===== src/rtl/manch_pkg.sv =====
// Shared types and encoding constants for the Manchester frame transmitter.
// Latency: n/a (definitions only).
// Backpressure: n/a.
package manch_pkg;

    typedef enum logic [2:0] {
        IDLE,
        PREAMBLE,
        DATA,
        PARITY,
        STOP
    } state_t;

    // Line level driven during the first half of a one / zero bit.
    localparam logic MANCH_ONE_FIRST  = 1'b0;
    localparam logic MANCH_ZERO_FIRST = 1'b1;

    // Value of the first preamble bit; subsequent bits alternate.
    localparam logic PRE_START = 1'b1;

endpackage


===== src/rtl/manch_half_enc.sv =====
// Maps {bit, phase} to a Manchester line level and registers it with its enable.
// Latency: 1 clock from bit_val/phase/en to line_out/line_en.
// Backpressure: none; follows the controller every cycle.
module manch_half_enc
    import manch_pkg::*;
(
    input  logic clk,
    input  logic rst,
    input  logic bit_val,
    input  logic phase,
    input  logic en,
    output logic line_out,
    output logic line_en
);

    logic first_half;

    assign first_half = bit_val ? MANCH_ONE_FIRST : MANCH_ZERO_FIRST;

    always_ff @(posedge clk) begin
        if (!rst) begin
            line_out <= 1'b0;
            line_en  <= 1'b0;
        end else begin
            line_en  <= en;
            line_out <= en & (phase ? ~first_half : first_half);
        end
    end

endmodule


===== src/rtl/manchester_tx_ctrl.sv =====
// Self-timed Manchester frame transmitter: preamble, LSB-first data, [parity], stop.
// Latency: first half-bit on line the cycle after accept; MANCH_PARITY_EN adds a parity bit.
// Backpressure: tx_ready only in IDLE; host words are ignored while a frame is in flight.
module manchester_tx_ctrl
    import manch_pkg::*;
#(
    parameter int DATA_W   = 8,
    parameter int PRE_LEN  = 4,
    parameter int HALF_DIV = 1
) (
    input  logic              clk,
    input  logic              rst,
    input  logic [DATA_W-1:0] tx_data,
    input  logic              tx_valid,
    output logic              tx_ready,
    output logic              line_out,
    output logic              line_en,
    output logic              busy,
    output logic              done
);

    localparam int CNT_MAX = (PRE_LEN > DATA_W) ? PRE_LEN : DATA_W;
    localparam int BC_W    = $clog2(CNT_MAX + 1);
    localparam int HC_W    = (HALF_DIV > 1) ? $clog2(HALF_DIV) : 1;

    localparam logic [HC_W-1:0] HALF_LAST = HC_W'(HALF_DIV - 1);
    localparam logic [BC_W-1:0] PRE_LAST  = BC_W'((PRE_LEN > 0) ? PRE_LEN - 1 : 0);
    localparam logic [BC_W-1:0] DATA_LAST = BC_W'(DATA_W - 1);

    state_t              state, state_nxt;
    logic [HC_W-1:0]     half_cnt, half_nxt;
    logic                phase, phase_nxt;
    logic [BC_W-1:0]     bit_cnt, bcnt_nxt;
    logic [DATA_W-1:0]   shreg, shreg_nxt;
    logic                done_nxt;
    logic                half_wrap, bit_end;
    logic                drv_bit, drv_en;
`ifdef MANCH_PARITY_EN
    logic                par_q, par_nxt;
`endif

    assign tx_ready  = (state == IDLE) && rst;
    assign busy      = (state != IDLE);
    assign half_wrap = (half_cnt == HALF_LAST);
    assign bit_end   = half_wrap && phase;

    always_comb begin
        state_nxt = state;
        half_nxt  = half_cnt;
        phase_nxt = phase;
        bcnt_nxt  = bit_cnt;
        shreg_nxt = shreg;
        done_nxt  = 1'b0;
        drv_bit   = 1'b0;
        drv_en    = 1'b0;
`ifdef MANCH_PARITY_EN
        par_nxt   = par_q;
`endif

        if (state == IDLE) begin
            if (tx_valid && tx_ready) begin
                shreg_nxt = tx_data;
                half_nxt  = '0;
                phase_nxt = 1'b0;
                bcnt_nxt  = '0;
`ifdef MANCH_PARITY_EN
                par_nxt   = ^tx_data;
`endif
                state_nxt = (PRE_LEN > 0) ? PREAMBLE : DATA;
            end
        end else begin
            if (half_wrap) begin
                half_nxt  = '0;
                phase_nxt = ~phase;
            end else begin
                half_nxt  = half_cnt + 1'b1;
            end

            if (bit_end) begin
                bcnt_nxt = bit_cnt + 1'b1;
                case (state)
                    PREAMBLE: begin
                        if (bit_cnt == PRE_LAST) begin
                            state_nxt = DATA;
                            bcnt_nxt  = '0;
                        end
                    end
                    DATA: begin
                        shreg_nxt = shreg >> 1;
                        if (bit_cnt == DATA_LAST) begin
`ifdef MANCH_PARITY_EN
                            state_nxt = PARITY;
`else
                            state_nxt = STOP;
`endif
                            bcnt_nxt  = '0;
                        end
                    end
`ifdef MANCH_PARITY_EN
                    PARITY: begin
                        state_nxt = STOP;
                        bcnt_nxt  = '0;
                    end
`endif
                    STOP: begin
                        state_nxt = IDLE;
                        bcnt_nxt  = '0;
                        done_nxt  = 1'b1;
                    end
                    default: ;
                endcase
            end
        end

        // The encoder registers its input, so feed it the half-bit of the coming cycle.
        case (state_nxt)
            PREAMBLE: begin
                drv_bit = PRE_START ^ bcnt_nxt[0];
                drv_en  = 1'b1;
            end
            DATA: begin
                drv_bit = shreg_nxt[0];
                drv_en  = 1'b1;
            end
`ifdef MANCH_PARITY_EN
            PARITY: begin
                drv_bit = par_nxt;
                drv_en  = 1'b1;
            end
`endif
            default: ;
        endcase
    end

    always_ff @(posedge clk) begin
        if (!rst) begin
            state    <= IDLE;
            half_cnt <= '0;
            phase    <= 1'b0;
            bit_cnt  <= '0;
            shreg    <= '0;
            done     <= 1'b0;
`ifdef MANCH_PARITY_EN
            par_q    <= 1'b0;
`endif
        end else begin
            state    <= state_nxt;
            half_cnt <= half_nxt;
            phase    <= phase_nxt;
            bit_cnt  <= bcnt_nxt;
            shreg    <= shreg_nxt;
            done     <= done_nxt;
`ifdef MANCH_PARITY_EN
            par_q    <= par_nxt;
`endif
        end
    end

    manch_half_enc u_enc (
        .clk      (clk),
        .rst      (rst),
        .bit_val  (drv_bit),
        .phase    (phase_nxt),
        .en       (drv_en),
        .line_out (line_out),
        .line_en  (line_en)
    );

endmodule

===== config.mk =====
export PLATFORM = sky130hd
export DESIGN_NAME = manchester_tx_ctrl
export DESIGN_NICKNAME = d
export VERILOG_FILES = /design/src/rtl/manch_pkg.sv /design/src/rtl/manch_half_enc.sv /design/src/rtl/manchester_tx_ctrl.sv
export SDC_FILE = /design/constraint.sdc
export NUM_CORES = 1
export LEC_CHECK = 0
export ABC_CLOCK_PERIOD_IN_PS = 4900
export BUFFER_PORTS_ARGS = -buffer_cell sky130_fd_sc_hd__buf_2
export CORE_MARGIN = 1
export CORE_UTILIZATION = 58
export DETAILED_ROUTE_END_ITERATION = 16
export GPL_TIMING_DRIVEN = 0
export HOLD_SLACK_MARGIN = 0.08
export PLACE_DENSITY = 0.86
export SETUP_SLACK_MARGIN = 0.1
export SLEW_MARGIN = 10
export SYNTH_ARGS = -nofsm -noshare
export SYNTH_HDL_FRONTEND = slang
export SYNTH_SLANG_ARGS = --single-unit

===== constraint.sdc =====
create_clock -name clk -period 4.9 [get_ports clk]
set_input_delay 0.735 -clock clk [delete_from_list [all_inputs] [get_ports clk]]
set_output_delay 0.735 -clock clk [all_outputs]
set_load 0.02 [all_outputs]

# Yosys cells after proc, flatten, opt, wreduce, memory -nomap -nowiden
# Index checks and enable logic that the tools add are counted.
[totals]
ff_bits = 20
latchBits = 0
ramBits = 0
romBits = 0
input_bits = 11
output_inout_bits = 5
word_cells = 64
memories = 0
[op_classes]
addsub = 2
multipliers = 0
div_mod_pow = 0
magnitude_cmp = 0
n_eq_ne = 8
n_shift = 0
mux = 27
bitwise = 6
n_reduce_logical = 11
[ops]
columns = ["operator", "count"]
rows = [
  ["$mux 8", 4],
  ["$mux 4", 5],
  ["$mux 3", 5],
  ["$pmux 4 s3", 1],
  ["$mux 1", 10],
  ["$pmux 3 s3", 1],
  ["$eq 3x1->1 const B", 2],
  ["$eq 3x2->1 const B", 2],
  ["$not 1->1", 5],
  ["$add 4x1->4 const B", 1],
  ["$eq 4x2->1 const B", 1],
  ["$eq 4x3->1 const B", 1],
  ["$reduce_bool 2->1", 2],
  ["$eq 3x3->1 const B", 1],
  ["$logic_and 1x1->1", 3],
  ["$logic_not 3->1", 1],
  ["$reduce_and 3->1", 1],
  ["$reduce_bool 3->1", 1],
  ["$reduce_or 3->1", 1],
  ["$ne 2x1->1 const B", 1],
  ["$pmux 1 s2", 1],
  ["$reduce_and 2->1", 1],
  ["$reduce_or 2->1", 1],
  ["$add 1x1->1 const B", 1],
  ["$and 1x1->1", 1],
]

# Depth between registers and ports, before layout
# Gate-level depths: netlist of the first run.
[logic_depth]
ltp_word = 10
ltp_mapped = 8
depth_no_buf = 7

# Cells and area by module
# A second synthesis of the first run with hierarchy kept.
[unflattened]
hier_cells = 119
hier_area_um2 = 1012.2
[by_module_without_submodules]
columns = ["mod", "n_inst", "cells_per_inst", "area_per_inst_um2", "seq_area_each_um2"]
rows = [
  ["manchester_tx_ctrl", 1, 114, 950.9, 340.3],
  ["manch_half_enc", 1, 5, 61.3, 40.0],
]

# Least setup slack after synthesis of the first run
# No wires, ideal clock.
[synth_path]
kind = "input -> output"
from = "input rst"
to = "output tx_ready"
arrival_ns = 1.397
t_required_ns = 4.165
slack_ns = 2.768
path_stages = 3
path_buffers = 2
path_cell_list = "clkbuf_1 > clkbuf_1 > and2_1"
[synth_between]
elab_chain_len = 1
[synth_rtl]
columns = ["item", "line", "rtl"]
rows = [
  ["start, declared", "manchester_tx_ctrl.sv:12", "input logic rst,"],
  ["$logic_and 1x1->1", "manchester_tx_ctrl.sv:42", "assign tx_ready = (state == IDLE) && rst;"],
  ["end, declared", "manchester_tx_ctrl.sv:15", "output logic tx_ready,"],
]
# Every way passes these cells.

# Worst setup path after layout of the first run
# Ends and elaborated chain as after synthesis.

==> metrics.yaml, run 1 <==
drt:
  detail_route.iter0.violations: 17
  drt_pre_antenna_iters: 4
  drc: 0
  route.detailed.wl_per_inst_um: 13.97
  vias: 888
  drt-total-wl_um: 2054
  vias_per_cell: 6.041
  route.antenna.remaining_nets: 0
logic_synthesis:
  synth_cell_type_count: 39
  synthesis.yosys.warnings: 0
  synth.mux.area_fraction_pct: 0
  nets_in_the_synthesized_netlist: 124
  synth.yosys.seq_area_share_pct: 38.48
  synth-xor-area-share_pct: 0.8861
  netlist_top_cells_area: "sky130_fd_sc_hd__dfxtp_1, sky130_fd_sc_hd__a21boi_0, sky130_fd_sc_hd__a22oi_1"
  largest_family_of_logic_cells_by_synthesized_area: "simple AND/OR/NAND/NOR gates"
  synthDominantAreaCellType: "sky130_fd_sc_hd__dfxtp_1"
  synth-seq-cells: 19
  synth_ff_type: "sky130_fd_sc_hd__dfxtp_1"
  netlist_area_um2: 988.4
  area_fraction_in_compound_gates_after_synthesis_pct: 25.57
  synth_adder_area_share_pct: 1.266
  syn-mean-instance-area_um2: 8.825
  netlist.area_leader.share_pct: 38.48
  asyncSetResetFlopFracSynth_pct: 0
  postSynthCellCount: 112
  synth_edf_count: 0
  yosys.area_share.simple_pct: 28.99
cells_and_area:
  layout_common_cells: "sky130_fd_sc_hd__dfxtp_1, sky130_fd_sc_hd__buf_2, sky130_fd_sc_hd__nand2_1"
  layout.core_utilization_pct: 72.00
  ratio_of_cells_with_drive_above_1_in_the_final_layout_pct: 25.95
  area_of_all_placed_cells_without_fillers_mm2: 0.001110
  layout.cells.most_common: "sky130_fd_sc_hd__dfxtp_1"
  seqCellArea_um2: 380.4
  insertedDiodeCount: 0
  synthToLayoutAreaGrowth_pct: 12.28
  layout.filler_cells: 126
  finish.cell_count_without_fillers: 147
  layout.nets: 144
  multi_input_gate_area_um2: 560.5
floorplan:
  chipWidth_um: 43.28
  start_util_pct: 64.12
  die_y_um: 43.28
  dieArea_mm2: 0.001873
  rows: 14
  num_io_pins: 16
  placeableCoreArea_mm2: 0.001541
placement:
  dpl-instance-area_mm2: 0.001084
  io_buffers: 15
  place.detailed.hpwl_um: 1504
  dp_cells: 143
  gpl.final_weighted_congestion: 0.7684
  placement.setup.worst_slack_ns: 2.329
global_route:
  grt_antenna_before_repair: 0
  grt_max_degree: 11
  grt_first_pass_wirelength_um: 3512
  grt_pass1_vias: 802
  gr_ovfl_total: 0
  grt_resource_usage_total_pct: 25.17
worst_hold_path:
  hold_path.class: "register to register"
timing:
  slew_headroom_pct: 72.92
  finalSetupTns_ns: 0
  fmax_mhz: 386.0
  grt_setup_unrepaired: "no"
  clock_skew_ns: 0.002320
  timing.final.hold_violations: 0
  layout_min_cycle_time_ns: 2.591
  timing.final.crit_share_pct: 52.87
  worst-slew-pin-transition_ns: 0.4032
  layout_setup_ws_ns: 2.309
  timing.hold.ws_ns: 0.4768
  max_slew_violations: 0
  finalSetupViolations: 0
setup_path:
  crit_path_max_fanout: 10
  arrival_time_at_the_worst_endpoint_ns: 1.86
  setup.worst_path.class: "input port to output pin"
  critPathMaxStageDelay_ns: 0.37
  setup.worst_path.start_class: "input port"
  crit_chain: "buf_2 -> clkbuf_1 -> clkbuf_1 -> and2_1 -> buf_2"
  critPathSlowestCell: "sky130_fd_sc_hd__clkbuf_1"
  worstSetupEndpointType: "output pin"
  critical_path_required_ns: 4.16
clock_tree:
  cts_resized: 0
  cts_root_buffer: "sky130_fd_sc_hd__clkbuf_4"
  tritoncts_clock_tree: "yes"
  clkSlewWorstSetupHoldPaths_ns: 0.10
  number_of_buffers_inserted_during_clock_tree_synthesis: 3
  clock_sink_count: 19
  clock_tree.htree_level_count: 1
  ctsHoldBuffers: 0
  postCtsSetupRepairBufs: 0
  clk_latency_ns: 0.30
  clock_path_buffers: 2
power:
  vdd_ir_drop_max_mv: 0.1956
  total_power_mw: 0.2917
  cellPowerDensity_mw_per_mm2: 262.8
  leakagePower_nw: 0.4364
outcome:
  run_status: "complete, no violations"
job:
  timing.max_cap.violations: 0
-- layout make-up --
type,instances,area share (%)
well taps,16,1.804
repair buffers,15,6.764
clock buffers,4,2.368
inverters,2,0.6764
plain buffers,6,3.608
multi-input cells,85,50.51
flip-flops and latches,19,34.27
-- registers in the layout, indices dropped and copies added (netlist names) --
register        flops
state               3
u_enc.line_en       1
shreg               8
bit_cnt             4
u_enc.line_out      1
phase               1
done                1
-- cells in the mapped netlist, types with 2 or more instances --
library cell / number
sky130_fd_sc_hd__a22oi_1: 7
sky130_fd_sc_hd__nand2_1: 14
sky130_fd_sc_hd__or3_1: 2
sky130_fd_sc_hd__a21oi_1: 4
sky130_fd_sc_hd__buf_2: 2
sky130_fd_sc_hd__dfxtp_1: 19
sky130_fd_sc_hd__clkbuf_1: 2
sky130_fd_sc_hd__inv_1: 2
sky130_fd_sc_hd__nand3_1: 3
sky130_fd_sc_hd__buf_6: 2
sky130_fd_sc_hd__nor3b_1: 3
sky130_fd_sc_hd__and2_1: 6
sky130_fd_sc_hd__nor3_1: 2
sky130_fd_sc_hd__and3_1: 2
sky130_fd_sc_hd__nor2_1: 8
sky130_fd_sc_hd__nand2b_4: 2
sky130_fd_sc_hd__o21ai_0: 2
sky130_fd_sc_hd__a21boi_0: 9
-- cell families (layout without fill, tap and decap cells) --
group | count (synthesis) | after routing
buffers and inverters | 8 | 27
XOR/XNOR | 1 | 1
AND/OR/NAND/NOR | 50 | 50
adder cells (fa/ha/maj) | 1 | 1
flip-flops | 19 | 19
AO/OA/AOI/OAI | 33 | 33
-- layer usage --
metal / up-vias / track usage [%] / share of wire (%)
met1: 417 / 32.64 / 48
met2: 16 / 39.40 / 47
met5: - / 0 / 0
li1: 449 / - / -
met3: 6 / 3.830 / 3.1
met4: 0 / 13.94 / 2.0
-- critical path, delay by kind of cell --
family / cells / cell delay, ns
buffers and inverters: 4 / 0.94
AND/OR/NAND/NOR: 1 / 0.18
-- power breakdown --
part | leakage [nW] | total [mW] | internal (mW) | switching [mW]
clock | 0.0150 | 0.0810 | 0.0318 | 0.0492
combinational | 0.267 | 0.0477 | 0.0206 | 0.0272
sequential | 0.155 | 0.163 | 0.160 | 0.00258
-- worst paths after layout --
check	startpoint	to	slack, ns	depth (start not counted)
setup / recovery	rst	tx_ready	2.31	5
hold / removal	shreg[4]$_SDFFE_PN0P_	shreg[4]$_SDFFE_PN0P_	0.48	2
setup reg to reg	bit_cnt[0]$_SDFF_PN0_	u_enc.line_out$_SDFF_PN0_	2.78	7
hold reg to reg	shreg[4]$_SDFFE_PN0P_	shreg[4]$_SDFFE_PN0P_	0.48	2
(Power assumes the default switching activity.)
==> run 2: changes to the inputs <==
--- a/config.mk
+++ b/config.mk
@@ -5,14 +5,15 @@
 export SDC_FILE = /design/constraint.sdc
 export NUM_CORES = 1
 export LEC_CHECK = 0
-export ABC_CLOCK_PERIOD_IN_PS = 4900
+export ABC_AREA = 1
+export ABC_CLOCK_PERIOD_IN_PS = 2600
 export BUFFER_PORTS_ARGS = -buffer_cell sky130_fd_sc_hd__buf_2
 export CORE_MARGIN = 1
-export CORE_UTILIZATION = 58
+export CORE_UTILIZATION = 54
 export DETAILED_ROUTE_END_ITERATION = 16
 export GPL_TIMING_DRIVEN = 0
 export HOLD_SLACK_MARGIN = 0.08
-export PLACE_DENSITY = 0.86
+export PLACE_DENSITY = 0.81
 export SETUP_SLACK_MARGIN = 0.1
 export SLEW_MARGIN = 10
 export SYNTH_ARGS = -nofsm -noshare
==> constraint.sdc (replaced) <==
create_clock -name clk -period 2.6 [get_ports clk]
set_input_delay 0.39 -clock clk [delete_from_list [all_inputs] [get_ports clk]]
set_output_delay 0.39 -clock clk [all_outputs]
set_load 0.02 [all_outputs]
==> metrics.yaml, run 2 <==
outcome:
  run_status: "complete, no violations"  # unchanged
logic_synthesis:
  synth_cell_type_count: 21  # was 39
  syn-mean-instance-area_um2: 6.692  # was 8.825 um^2
  post_synth_most_frequent_cells: "sky130_fd_sc_hd__nand2_1, sky130_fd_sc_hd__dfxtp_1, sky130_fd_sc_hd__nand3_1, sky130_fd_sc_hd__nor2_1, sky130_fd_sc_hd__inv_1"  # was sky130_fd_sc_hd__dfxtp_1, sky130_fd_sc_hd__nand2_1, sky130_fd_sc_hd__a21boi_0, sky130_fd_sc_hd__nor2_1, sky130_fd_sc_hd__a22oi_1
  synth-seq-cells: 19  # unchanged
  netlist.area_leader.share_pct: 37.39  # was 38.48%
  synth_edf_count: 0  # unchanged
  postSynthCellCount: 152  # was 112
  synthDominantAreaCellType: "sky130_fd_sc_hd__dfxtp_1"  # unchanged
  netlist_area_mm2: 0.001017  # was 988.4 um^2
  asyncSetResetFlopFracSynth_pct: 0  # unchanged
  synth_ff_type: "sky130_fd_sc_hd__dfxtp_1"  # unchanged
  nets_in_the_synthesized_netlist: 164  # was 124
  synth.most_common_cell: "sky130_fd_sc_hd__nand2_1"  # was sky130_fd_sc_hd__dfxtp_1
  synth.yosys.seq_area_share_pct: 37.39  # was 38.48%
  netlist_top_cells_area: "sky130_fd_sc_hd__dfxtp_1, sky130_fd_sc_hd__nand2_1, sky130_fd_sc_hd__nand3_1"  # was sky130_fd_sc_hd__dfxtp_1, sky130_fd_sc_hd__a21boi_0, sky130_fd_sc_hd__a22oi_1
  synthesis.yosys.warnings: 0  # unchanged
drt:
  drc: 0  # unchanged
  drt-total-wl_um: 2192  # was 2054 um
  vias_per_cell: 5.327  # was 6.041
  route.antenna.remaining_nets: 0  # unchanged
  vias: 1044  # was 888
  detail_route.iter0.violations: 37  # was 17
  route.detailed.wl_per_inst_um: 11.18  # was 13.97 um
  drt_pre_antenna_iters: 4  # unchanged
cells_and_area:
  synthToLayoutAreaGrowth_pct: 13.04  # was 12.28%
  area_of_all_placed_cells_without_fillers_mm2: 0.001150  # was 0.001110 mm^2
  ratio_of_cells_with_drive_above_1_in_the_final_layout_pct: 19.30  # was 25.95%
  layout.nets: 184  # was 144
  layout.filler_cells: 159  # was 126
  finish.cell_count_without_fillers: 196  # was 147
  top_register: "shreg"  # unchanged
  insertedDiodeCount: 0  # unchanged
  layout.cells.most_common: "sky130_fd_sc_hd__nand2_1"  # was sky130_fd_sc_hd__dfxtp_1
  largest_reg_flops: 8  # unchanged
  largestRegisters: "shreg x8, bit_cnt x4, state x3"  # unchanged
  layout_common_cells: "sky130_fd_sc_hd__nand2_1, sky130_fd_sc_hd__dfxtp_1, sky130_fd_sc_hd__nand3_1"  # was sky130_fd_sc_hd__dfxtp_1, sky130_fd_sc_hd__buf_2, sky130_fd_sc_hd__nand2_1
power:
  vdd_ir_drop_max_mv: 0.3667  # was 0.1956 mV
  leakagePower_nw: 0.5080  # was 0.4364 nW
  total_power_mw: 0.5785  # was 0.2917 mW
  switching_share_of_power_pct: 30.11  # was 27.05%
  power_frac_comb_pct: 19.7  # was 16.4%
  power.clock.fraction_pct: 25.6  # was 27.8%
  netSwitchingPower_mw: 0.1742  # was 0.07889 mW
  p_int_mw: 0.4044  # was 0.2128 mW
  cellPowerDensity_mw_per_mm2: 503.1  # was 262.8 mW/mm^2
  sequentialPowerShare_pct: 54.8  # was 55.9%
timing:
  timing.hold.ws_ns: 0.3411  # was 0.4768 ns
  layout_min_cycle_time_ns: 1.634
  finalSetupTns_ns: 0  # unchanged
  timing.final.crit_share_pct: 62.83
  grt_setup_unrepaired: "no"  # unchanged
  max_slew_violations: 0  # unchanged
  timing.final.hold_violations: 0  # unchanged
  finalSetupViolations: 0  # unchanged
  fmax_mhz: 612.2
  worst-slew-pin-transition_ns: 0.4853  # was 0.4032 ns
  clock_skew_ns: 0.0006936  # was 0.002320 ns
  slew_headroom_pct: 67.65  # was 72.92%
clock_tree:
  ctsHoldBuffers: 0  # unchanged
  clock_sink_count: 19  # unchanged
  clkSlewWorstSetupHoldPaths_ns: 0.10  # about the same
  clock_tree.htree_level_count: 1  # unchanged
  postCtsSetupRepairBufs: 0  # unchanged
  cts_root_buffer: "sky130_fd_sc_hd__clkbuf_4"  # unchanged
  tritoncts_clock_tree: "yes"  # unchanged
  clk_latency_ns: 0.29  # was 0.30 ns
  cts_resized: 0  # unchanged
  number_of_buffers_inserted_during_clock_tree_synthesis: 3  # unchanged
  clock_path_buffers: 2  # unchanged
global_route:
  grt_first_pass_wirelength_um: 3422  # was 3512 um
  grt_pass1_vias: 834  # was 802
  grt_antenna_before_repair: 0  # unchanged
  grt_resource_usage_total_pct: 23.24  # was 25.17%
  gr_ovfl_total: 0  # unchanged
  grt_max_degree: 11  # unchanged
setup_path:
  setup.worst_path.class: "register to register"  # was input port to output pin
  critical_path_required_ns: 2.80  # was 4.16 ns
  crit_path_max_fanout: 5  # was 10
  worstSetupEndpointType: "register"  # was output pin
  arrival_time_at_the_worst_endpoint_ns: 1.84  # was 1.86 ns
  setup.worst_path.start_class: "register"  # was input port
placement:
  gpl.final_weighted_congestion: 0.8773  # was 0.7684
  dpl-instance-area_mm2: 0.001124  # was 0.001084 mm^2
  dp_cells: 192  # was 143
  place.detailed.hpwl_um: 1647  # was 1504 um
  io_buffers: 15  # unchanged
floorplan:
  rows: 15  # was 14
  dieArea_mm2: 0.002061  # was 0.001873 mm^2
  die_y_um: 45.40  # was 43.28 um
  start_util_pct: 58.28  # was 64.12%
  placeableCoreArea_mm2: 0.001745  # was 0.001541 mm^2
  num_io_pins: 16  # unchanged
  chipWidth_um: 45.40  # was 43.28 um
worst_hold_path:
  hold_path.class: "input port to register"  # was register to register
job:
  timing.max_cap.violations: 0  # unchanged
-- run 2: final timing paths --
path / startpoint / end / slack (ns) / cells after the start
worst max register to register: bit_cnt[0]$_SDFF_PN0_ / u_enc.line_out$_SDFF_PN0_ / 0.97 / 12
worst min-delay path: tx_data[7] / shreg[7]$_SDFFE_PN0P_ / 0.34 / 3
worst min register to register: shreg[7]$_SDFFE_PN0P_ / shreg[7]$_SDFFE_PN0P_ / 0.47 / 2
worst max-delay path: bit_cnt[0]$_SDFF_PN0_ / u_enc.line_out$_SDFF_PN0_ / 0.97 / 12
-- run 2: per-stage QoR --
step | setup WS, ns | util [%]
6_report | 0.9665 | 65.88
5_1_grt | 0.8428 | 65.88
4_1_cts | 0.9585 | 65.88
3_5_place_dp | 1.010 | 64.37
3_3_place_gp | 1.058 | 64.37
2_1_floorplan | 1.183 | -
-- run 2: worst max-delay path, stage by stage, from the launching register on --
cell                      delay [ns]
sky130_fd_sc_hd__dfxtp_1        0.42
sky130_fd_sc_hd__ha_1           0.26
sky130_fd_sc_hd__nand3_1        0.12
sky130_fd_sc_hd__nand2_1        0.12
sky130_fd_sc_hd__nand3_2        0.10
sky130_fd_sc_hd__nand2_1        0.08
sky130_fd_sc_hd__nand2_1        0.06
sky130_fd_sc_hd__nand2_1        0.10
sky130_fd_sc_hd__nand2_1        0.08
sky130_fd_sc_hd__nand2_1        0.06
sky130_fd_sc_hd__nand2_1        0.04
sky130_fd_sc_hd__nand2_1        0.06
sky130_fd_sc_hd__nor2_2         0.03
-- run 2: final cells by class --
type	instances	area [um^2]	area share, %
well taps	25	31.28	2.720
inverters	20	75.07	6.529
multi-input cells	112	558.0	48.53
flip-flops and latches	19	380.4	33.08
clock buffers	4	26.28	2.285
repair buffers	15	75.07	6.529
plain buffers	1	3.754	0.3264
-- run 2: kinds of logic after synthesis --
| family | share of synthesized area, % |
|---|---|
| AOI/OAI and AO/OA | 13.28 |
| xor gates and xnor gates | 0.8612 |
| adders and majority gates | 1.230 |
| buffers and inverters | 7.749 |
| DFF | 37.39 |
| and+or+nand+nor | 39.48 |
-- run 2: power groups by stage --
stage / Combinational (mW) / Clock, mW / Sequential (mW)
4_1_cts: 0.114 / 0.150 / 0.317
3_5_place_dp: 0.113 / 0 / 0.323
3_3_place_gp: 0.109 / 0 / 0.323
5_1_grt: 0.126 / 0.162 / 0.319
2_1_floorplan: 0.0782 / 0 / 0.325
6_report: 0.114 / 0.148 / 0.317
-- run 2: routing by layer --
layer	global-route usage, %	part of all wire, %
met5	0	0
met4	9.091	1.5
met3	2.381	6.3
met2	40.86	48
met1	28.78	44
==> run 3: changes to the inputs <==
--- a/config.mk
+++ b/config.mk
@@ -6,7 +6,7 @@
 export NUM_CORES = 1
 export LEC_CHECK = 0
 export ABC_AREA = 1
-export ABC_CLOCK_PERIOD_IN_PS = 2600
+export ABC_CLOCK_PERIOD_IN_PS = 1600
 export BUFFER_PORTS_ARGS = -buffer_cell sky130_fd_sc_hd__buf_2
 export CORE_MARGIN = 1
 export CORE_UTILIZATION = 54
==> constraint.sdc (replaced) <==
create_clock -name clk -period 1.6 [get_ports clk]
set_input_delay 0.24 -clock clk [delete_from_list [all_inputs] [get_ports clk]]
set_output_delay 0.24 -clock clk [all_outputs]
set_load 0.02 [all_outputs]
==> metrics.yaml, run 3 (synthesis gave the netlist of run 2 again) <==
outcome:
  run_status: "finished with violations"  # was complete, no violations
  violations: "setup timing"
global_route:
  grt_first_pass_wirelength_um: 3594  # was 3422 um
  grt_pass1_vias: 898  # was 834
  grt_resource_usage_total_pct: 24.28  # was 23.24%
  grt_max_degree: 11  # unchanged
  gr_ovfl_total: 0  # unchanged
  grt_antenna_before_repair: 0  # unchanged
clock_tree:
  clk_latency_ns: 0.30  # was 0.29 ns
  ctsHoldBuffers: 0  # unchanged
  number_of_buffers_inserted_during_clock_tree_synthesis: 3  # unchanged
  clock_tree.htree_level_count: 1  # unchanged
  clock_path_buffers: 2  # unchanged
  cts_root_buffer: "sky130_fd_sc_hd__clkbuf_4"  # unchanged
  tritoncts_clock_tree: "yes"  # unchanged
  clock_sink_count: 19  # unchanged
  clkSlewWorstSetupHoldPaths_ns: 0.11  # was 0.10 ns
setup_path:
  critical_path_required_ns: 1.81  # was 2.80 ns
  worst_r2r_endpoint: "u_enc.line_out$_SDFF_PN0_"  # unchanged
  rr_worst_depth: 12  # unchanged
  arrival_time_at_the_worst_endpoint_ns: 1.83  # was 1.84 ns
  crit_path_max_fanout: 5  # unchanged
  setup.worst_path.class: "register to register"  # unchanged
  critical_path.reg2reg.startpoint: "state[2]$_SDFF_PN0_"  # was bit_cnt[0]$_SDFF_PN0_
  reg2reg_slack_ns: -0.01  # was 0.97 ns
  setup.worst_path.start_class: "register"  # unchanged
  worstSetupEndpointType: "register"  # unchanged
drt:
  detail_route.iter0.violations: 70  # was 37
  vias_per_cell: 5.865  # was 5.327
  vias: 1220  # was 1,044
  drt-total-wl_um: 3372  # was 2192 um
  drc: 0  # unchanged
  route.detailed.wl_per_inst_um: 16.21  # was 11.18 um
  drt_pre_antenna_iters: 6  # was 4
  route.antenna.remaining_nets: 0  # unchanged
cells_and_area:
  layout.core_utilization_pct: 81.22  # was 65.88%
  layout_common_cells: "sky130_fd_sc_hd__nand2_1, sky130_fd_sc_hd__buf_2, sky130_fd_sc_hd__nand2_2, sky130_fd_sc_hd__dfxtp_1, sky130_fd_sc_hd__inv_1"  # was sky130_fd_sc_hd__nand2_1, sky130_fd_sc_hd__dfxtp_1, sky130_fd_sc_hd__nand3_1
  largest_reg_flops: 8  # unchanged
  top_register: "shreg"  # unchanged
  finish.cell_count_without_fillers: 208  # was 196
  seqCellArea_um2: 395.4  # was 380.4 um^2
  synthToLayoutAreaGrowth_pct: 39.36  # was 13.04%
  layout.filler_cells: 114  # was 159
  ratio_of_cells_with_drive_above_1_in_the_final_layout_pct: 44.26  # was 19.30%
  insertedDiodeCount: 0  # unchanged
  largestRegisters: "shreg x8, bit_cnt x4, state x3"  # unchanged
  layout.nets: 196  # was 184
  layout.cells.most_common: "sky130_fd_sc_hd__nand2_1"  # unchanged
  area_of_all_placed_cells_without_fillers_mm2: 0.001418  # was 0.001150 mm^2
  multi_input_gate_area_um2: 694.4  # was 558.0 um^2
floorplan:
  start_util_pct: 58.28  # unchanged
  num_io_pins: 16  # unchanged
  rows: 15  # unchanged
  placeableCoreArea_mm2: 0.001745  # unchanged
  chipWidth_um: 45.40  # unchanged
  die_y_um: 45.40  # unchanged
  dieArea_mm2: 0.002061  # unchanged
power:
  vdd_ir_drop_max_mv: 0.6863  # was 0.3667 mV
  leakagePower_nw: 0.5951  # was 0.5080 nW
  cellPowerDensity_mw_per_mm2: 738.5  # was 503.1 mW/mm^2
timing:
  finalSetupViolations: 1  # was 0
  slew_headroom_pct: 62.29  # was 67.65%
  clock_skew_ns: 0.009903  # was 0.0006936 ns
  timing.hold.ws_ns: 0.2072  # was 0.3411 ns
  finalSetupTns_ns: -0.01495  # was 0 ns
  max_slew_violations: 0  # unchanged
  fmax_mhz: 619.2  # was 612.2 MHz
  layout_setup_ws_ns: -0.01495  # was 0.9665 ns
  layout_min_cycle_time_ns: 1.615  # was 1.634 ns
  worst-slew-pin-transition_ns: 0.5657  # was 0.4853 ns
  timing.final.crit_share_pct: 100.9  # was 62.83%
  grt_setup_unrepaired: "yes"  # was no
  timing.final.hold_violations: 0  # unchanged
worst_hold_path:
  min_path_cells: 3  # unchanged
  hold_path.class: "input port to register"  # unchanged
  min_delay_worst_endpoint: "shreg[3]$_SDFFE_PN0P_"  # was shreg[7]$_SDFFE_PN0P_
  hp-start: "tx_data[3]"  # was tx_data[7]
placement:
  io_buffers: 15  # unchanged
  gpl.final_weighted_congestion: 0.8773  # unchanged
  place.detailed.hpwl_um: 1647  # unchanged
  dp_cells: 192  # unchanged
  dpl-instance-area_mm2: 0.001124  # unchanged
job:
  timing.max_cap.violations: 0  # unchanged
## run 3: changes by cell type in the layout (fill, tap and decap cells not counted), sizes merged
cell | before | now
buf | 15 | 26
clkinv | 1 | 2
clkinvlp | 0 | 1
inv | 19 | 18
## run 3: final cells by class
class / instances / share of cell area (%)
buffer: 1 / 0.2648
clock buffer: 4 / 1.853
inverter: 20 / 6.178
multi-input combinational: 112 / 48.98
sequential: 19 / 27.89
tap: 25 / 2.207
timing repair buffer: 26 / 12.09
timing repair inverter: 1 / 0.5296
## run 3: per-layer routing
layer  vias to the layer above  track usage (%)  wire, um
met5                         -                0         0
met4                         0            9.091       217
met3                        29            2.381       264
met2                        88            44.86      1665
met1                       546            28.40      1224
li1                        557                -         -
## run 3: how the worst max path moves through the flow
stage                          startpoint                         to  cells past startpoint
global route          state[2]$_SDFF_PN0_  u_enc.line_out$_SDFF_PN0_                     12
detailed placement  bit_cnt[0]$_SDFF_PN0_  u_enc.line_out$_SDFF_PN0_                     12
finish                state[2]$_SDFF_PN0_  u_enc.line_out$_SDFF_PN0_                     12
CTS                   state[0]$_SDFF_PN0_  u_enc.line_out$_SDFF_PN0_                     12
floorplan           bit_cnt[0]$_SDFF_PN0_  u_enc.line_out$_SDFF_PN0_                     13
global placement    bit_cnt[0]$_SDFF_PN0_  u_enc.line_out$_SDFF_PN0_                     12
## run 3: critical path, cell delays in order (launching register included)
cell and delay [ns]:
sky130_fd_sc_hd__dfxtp_4 0.39, sky130_fd_sc_hd__inv_6 0.08, sky130_fd_sc_hd__nand2_1 0.07, sky130_fd_sc_hd__nor2_2 0.17, sky130_fd_sc_hd__nand3_2 0.17, sky130_fd_sc_hd__nand2_1 0.13, sky130_fd_sc_hd__o21ai_2 0.09, sky130_fd_sc_hd__nor2_1 0.13
sky130_fd_sc_hd__nand2_2 0.07, sky130_fd_sc_hd__nand2_1 0.07, sky130_fd_sc_hd__nand2_1 0.05, sky130_fd_sc_hd__nand2_1 0.07, sky130_fd_sc_hd__nor2_2 0.04
## run 3: where the power goes
part / leakage [nW] / total [mW] / switching [mW] / internal (mW)
clock: 0.0150 / 0.246 / 0.149 / 0.0971
sequential: 0.158 / 0.517 / 0.0227 / 0.494
combinational: 0.422 / 0.284 / 0.177 / 0.107
total: 0.595 / 1.05 / 0.348 / 0.698
## run 3: what timing repair did
action | CTS | global route
pin swaps | 2 | 20
resized for setup | 11 | 44
cloned | 0 | 1
setup buffers | 3 | 8
endpoints found under the setup margin | 2 | 3
## run 3: stage by stage
step	power (mW)	setup WS, ns
2_1_floorplan	0.6554	0.1833
3_3_place_gp	0.7017	0.05782
3_5_place_dp	0.7089	0.009822
4_1_cts	0.9559	0.1027
5_1_grt	1.086	-0.1191
6_report	1.047	-0.01495
